$ cat config.mk
export PLATFORM = sky130hd
export DESIGN_NAME = register_file_sb
export DESIGN_NICKNAME = d
export VERILOG_FILES = /design/src/rtl/register_file_sb.sv
export SDC_FILE = /design/constraint.sdc
export NUM_CORES = 1
export LEC_CHECK = 0
export CORE_MARGIN = 2
export CORE_UTILIZATION = 30
export DETAILED_ROUTE_END_ITERATION = 8
export MAX_ROUTING_LAYER = met4
export PLACE_DENSITY = 0.46
export SLEW_MARGIN = 10
export SYNTH_ARGS = -nofsm -noshare
export SYNTH_HDL_FRONTEND = slang
export SYNTH_SLANG_ARGS = --single-unit
$ cat constraint.sdc
create_clock -name clk0 -period 10.4 [get_ports clk0]
set_input_delay 2.08 -clock clk0 [delete_from_list [all_inputs] [get_ports clk0]]
set_output_delay 2.08 -clock clk0 [all_outputs]
set_load 0.1 [all_outputs]
$ cat src/rtl/register_file_sb.sv
// Register file with two read ports, one write port, write-first bypass,
// immediate select on port B and a per-register pending (busy) scoreboard
// that stalls reads of operands whose producing write has not yet landed.
module register_file_sb #(
    parameter int unsigned DATA_W   = 16,
    parameter int unsigned ADDR_W   = 4,
    parameter int unsigned ZERO_R0  = 0,
    parameter logic [15:0] IMM_MASK = 16'hFFC4
) (
    input  logic              clk0,
    input  logic              rst,
    input  logic              rd_en,
    input  logic [3:0]        codop,
    input  logic [ADDR_W-1:0] addr_a,
    input  logic [ADDR_W-1:0] addr_b,
    input  logic              wr_en,
    input  logic [ADDR_W-1:0] wr_addr,
    input  logic [DATA_W-1:0] wr_data,
    input  logic              issue,
    input  logic [ADDR_W-1:0] issue_addr,
    output logic [DATA_W-1:0] a,
    output logic [DATA_W-1:0] b,
    output logic              out_valid,
    output logic              stall
);

    localparam int unsigned DEPTH = 2 ** ADDR_W;

    logic [DATA_W-1:0] regs [DEPTH];
    logic [DEPTH-1:0]  busy;
    logic [DEPTH-1:0]  busy_nxt;

    logic              imm;
    logic [DATA_W-1:0] val_a;
    logic [DATA_W-1:0] val_b;
    logic [DATA_W-1:0] opnd_b;
    logic              pend_a;
    logic              pend_b;
    logic              wr_hit_a;
    logic              wr_hit_b;
    logic              r0_fixed;

    assign r0_fixed = (ZERO_R0 != 0);
    assign imm      = IMM_MASK[codop];
    assign wr_hit_a = wr_en && (wr_addr == addr_a);
    assign wr_hit_b = wr_en && (wr_addr == addr_b);

    // Port A read value with write-first bypass and hard-wired R0
    always_comb begin
        val_a = regs[addr_a];
        if (wr_hit_a) begin
            val_a = wr_data;
        end
        if (r0_fixed && (addr_a == '0)) begin
            val_a = '0;
        end
    end

    // Port B register value with write-first bypass and hard-wired R0
    always_comb begin
        val_b = regs[addr_b];
        if (wr_hit_b) begin
            val_b = wr_data;
        end
        if (r0_fixed && (addr_b == '0)) begin
            val_b = '0;
        end
    end

    // Operand B: zero-extended address field when the opcode selects immediate
    always_comb begin
        opnd_b = val_b;
        if (imm) begin
            opnd_b = DATA_W'(addr_b);
        end
    end

    // Pending operands: busy and not being resolved by this cycle's write
    always_comb begin
        pend_a = busy[addr_a] && !wr_hit_a;
        pend_b = busy[addr_b] && !wr_hit_b;
        if (r0_fixed && (addr_a == '0)) begin
            pend_a = 1'b0;
        end
        if (r0_fixed && (addr_b == '0)) begin
            pend_b = 1'b0;
        end
    end

    assign stall = rd_en && (pend_a || (!imm && pend_b));

    // Scoreboard next state: write clears, accepted issue sets (set wins)
    always_comb begin
        busy_nxt = busy;
        if (wr_en) begin
            busy_nxt[wr_addr] = 1'b0;
        end
        if (issue && !stall && !(r0_fixed && (issue_addr == '0))) begin
            busy_nxt[issue_addr] = 1'b1;
        end
    end

    // Register array write port
    always_ff @(posedge clk0 or posedge rst) begin
        if (rst) begin
            for (int unsigned i = 0; i < DEPTH; i++) begin
                regs[ADDR_W'(i)] <= '0;
            end
        end else if (wr_en && !(r0_fixed && (wr_addr == '0))) begin
            regs[wr_addr] <= wr_data;
        end
    end

    // Scoreboard and registered read results
    always_ff @(posedge clk0 or posedge rst) begin
        if (rst) begin
            busy      <= '0;
            a         <= '0;
            b         <= '0;
            out_valid <= 1'b0;
        end else begin
            busy <= busy_nxt;
            if (rd_en && !stall) begin
                a         <= val_a;
                b         <= opnd_b;
                out_valid <= 1'b1;
            end else begin
                out_valid <= 1'b0;
            end
        end
    end

endmodule

### After elaboration in Yosys (flattened, before gate mapping)

Memory sizes are Yosys's and may differ from the RTL's.
Cells that the tools add are included.
Widths: inputs -> output; s select.

* multiplexer cells: 24
* bitwise gates (word level): 6
* equality and inequality tests: 2
* magnitude comparators: 11
* reductions and logical operators: 16

Operators with widths (count)
* $bwmux 256: 1
* $mux 16: 10
* $bmux 16 s4: 2
* $demux 16 s4: 1
* $lt 4x5->1 const B: 5
* $and 16x16->16: 1
* $not 16->16: 1
* $or 16x16->16: 1
* $ge 5x5->1 const B: 3
* $not 4->5: 3
* $logic_and 1x1->1: 11
* $bmux 1 s4: 2
* $demux 1 s4: 2
* $eq 4x4->1: 2
* $ge 4x1->1 const B: 2
* $mux 1: 6
* $lt 5x1->1 const B: 1
* $logic_not 1->1: 4
* $logic_or 1x1->1: 1

* memories: 1
* bits of input ports: 41
* register bits: 305
* word-level logic and storage cells: 80
* output and inout bits: 34
* memory bits (read-only): 16

Memories
* (name not given): words 16, bits a word 1, rd ports 1, clocked after Yosys merged registers in 0, wr ports 0, line 44 `assign imm = IMM_MASK[codop];`

### Depth between registers and ports, before layout

* depth in word-level cells: 10
* mapped depth: 10
* mapped depth without buffers: 6

### Least setup slack after synthesis

No wires, ideal clock.

* kind: input to output
* from: input addr_a[0]
* to: output stall
* arrival: 3.895 ns
* required time: 8.320 ns
* slack: 4.425 ns
* buffers on the path: 2
* stages: 8
* cell sequence: buf_6 -> mux2i_1 -> mux4_2 -> a22oi_1 -> a32o_1 -> nand2_1 -> buf_2 -> inv_2

* word-level cells in the longest chain between the ends: 6
* elaborated cells on any way between the ends: 8

RTL lines
* start, declared: line 14 `input logic [ADDR_W-1:0] addr_a,`
* parallel branches: the longest is 3 deep, another holds $bmux 1 s4
* $logic_and 1x1->1 *: line 80 `pend_a = busy[addr_a] && !wr_hit_a;`
* $logic_or 1x1->1 *: line 90 `assign stall = rd_en && (pend_a || (!imm && pend_b));`
* $logic_and 1x1->1 *: line 90
* end, declared: line 24 `output logic stall`

Mark *: on every way between the ends. The select of a mux whose other input is x is not followed.

### Worst setup path after layout

* from: input addr_b[2]
* to: output stall

* word-level cells in the longest chain between the ends: 7
* elaborated cells on any way between the ends: 9

RTL lines
* start, declared: line 15 `input logic [ADDR_W-1:0] addr_b,`
* parallel branches: the longest is 3 deep, another holds $bmux 1 s4
* $logic_and 1x1->1 *: line 81 `pend_b = busy[addr_b] && !wr_hit_b;`
* $logic_and 1x1->1 *: line 90
* $logic_or 1x1->1 *: line 90
* $logic_and 1x1->1 *: line 90

Marked as above.

==> reports/metrics.cfg <==
[synthesis]
synthFlopType=dfrtp_1
syn_avg_cell_area_um2=15.4
netlist_area_um2=16400
synth_top_area_share=0.466
synthTopCellsByArea=dfrtp_1 (47%), mux4_2 (18%), mux2_2 (11%)
postSynth.asyncResetShare=1.00
ys_warn_count=0
synth-seq-area-share=0.466
synth-seq-cells=305
synth_edf_count=0
synthesis.nets=1105
synth_cell_types=39
yosysTopAreaCell=dfrtp_1
syn_inst=1064

[clocking]
cts_buffers=37
clock_latency_ns=0.56
cts_setup_buffers=0
clk_path_buf_depth=3
cts_tree=yes
cts_sinks=305
ctsHoldBuffers=0
cts_resized=0
cts-root-buf=clkbuf_16
clk_pin_slew_ns=0.05
cts_max_level=2

[floorplanning]
die_area_um2=56400
start_util=0.304
boundaryPins=75
die_x_um=238
coreArea_um2=53900
core.rowCount=85
die_h_um=238

[routing]
antenna_left=0
wirelength_um=49000
drc=0
vias=9990
dr.pass1.iters=4
vias_per_cell=5.44
drtIter0Drc=541
wl_per_cell_um=26.7

[timing]
fin_crit_sh=0.743
fmax_mhz=129
layout_min_cycle_time_ns=7.73
rsz0062_at_grt=false
layout_setup_ws_ns=2.67
finClkSkew_ns=0.0214
slew_headroom=0.227
drv_slew=0
hold_violations=0
worst_pin_slew_ns=1.16
tns_ns=0
setup_viol=0

[final_layout]
area_delta_synth_final_pct=15.5
mostFrequentLayoutCells=dfrtp_1 (305), mux2_2 (156), mux4_2 (134)
layout_commonest_cell=dfrtp_1
finalInstanceArea_um2=18900
insertedDiodeCount=0
layout.nets=1154
layoutNonFillerInstCount=1836
drive_above_1_share=0.358

[setup_path]
required_ns=8.32
r2r_end=b[13]
slowest_stage=clkdlybuf4s50_1
crit_chain=clkdlybuf4s50_1, mux4_2, mux2i_1, mux2i_1, a32o_1, nand2_1, inv_2, clkdlybuf4s50_1
crit_path_start_kind=input pin
worstSetupEndpointType=primary output
r2r_slack_ns=7.73
r2r_cells=6
critPathMaxStageDelay_ns=1.13
path_max_fanout=17
reg2reg_from=busy[13]
crit_type=input pin to primary output
critPathArrivalTime_ns=5.65

[pwr]
p_int_mw=2.86
power.share.sequential=0.396
swShare=0.331
power.switching_mw=1.42
clock_power_share=0.303
peakVddDrop_v=0.000192
p_leak_nw=7.69
power_density_nw_per_um2=226
comb_power_share=0.301

[placement]
place_inst=1770
globalplace.congestion=0.742
numPortBuffers=74
hpwl_um=29300
placed_area_um2=17700
post-place-ws_ns=2.70

[worst_hold_path]
min_path_cells=1
holdPathEnd=b[11]
worstHoldStart=b[11]
hp-class=flop to flop

[grt]
grt_overflow=0
first_global_vias=10517
grt_pass1_wl_um=73600
antenna_found_initial=1
grt_usage=0.183
grt_max_degree=70

[status]
status=finished clean

[flow_run]
maxCapViolCount=0

[critical path: cells and delay by family]
family	cells	cell delay (ns)
buf+inv	3	2.22
simple gates	1	0.42
compound gates	1	0.30
mux	3	0.59
[synthesized netlist by cell type (all sizes together), types with 8 or more instances]
| master | instances |
|---|---|
| a2111oi | 24 |
| nand3 | 10 |
| buf | 35 |
| mux2i | 28 |
| inv | 19 |
| a32o | 17 |
| dfrtp | 305 |
| a211oi | 8 |
| nor2 | 34 |
| mux2 | 296 |
| nand2b | 8 |
| clkbuf | 57 |
| a21oi | 13 |
| nor2b | 18 |
| nand2 | 14 |
| mux4 | 147 |
[kinds of logic after synthesis]
group / Yosys count / share of synthesized area
compound gates: 68 / 0.0336
xor+xnor: 8 / 0.00428
buf+inv: 113 / 0.0364
flops: 305 / 0.466
mux: 471 / 0.429
simple gates: 99 / 0.0307
[sequential cells by signal (all words and copies together) (netlist names)]
register / cells
regs: 256
out_valid: 1
a: 16
b: 16
busy: 16
[routing by layer]
layer | track usage | part of all wire | vias up
met4 | 0.0566 | 0.025 | 0
met5 | - | 0 | -
li1 | - | - | 4247
met1 | 0.247 | 0.46 | 5428
met2 | 0.285 | 0.48 | 242
met3 | 0.0269 | 0.041 | 73
[cell type report]
cell class	instances	area [µm²]
clock buffers	60	1150
clock inverters	6	58.8
fillers	5156	35000
inverters	19	75.1
multi-input cells	646	8170
flip-flops and latches	305	7630
well taps	696	871
repair buffers	104	941
[per-stage QoR]
stage / hold slack (ns) / utilization / power (mW)
6_report: 0.479 / 0.351 / 4.28
5_1_grt: 0.496 / 0.351 / 4.49
4_1_cts: 0.488 / 0.351 / 4.34
3_5_place_dp: 0.475 / 0.328 / 3.01
3_3_place_gp: 0.468 / 0.328 / 2.99
2_1_floorplan: 0.467 / - / 2.68
[worst max-delay path by stage]
stage	startpoint	endpoint	slack (ns)
floorplan	rst	a[0]	4.26
global placement	addr_b[2]	stall	2.74
detailed placement	addr_b[2]	stall	2.70
CTS	addr_b[2]	stall	2.69
global route	addr_b[2]	stall	2.59
finish	addr_b[2]	stall	2.67
[power by group through the flow]
stage,registers [mW],logic (mW),clock network [mW]
after floorplan,2.00,0.679,0
after global placement,1.71,1.29,0
after detailed placement,1.71,1.30,0
after CTS,1.69,1.31,1.34
after global routing,1.74,1.37,1.38
final,1.70,1.29,1.30
(Power assumes the default switching activity.)
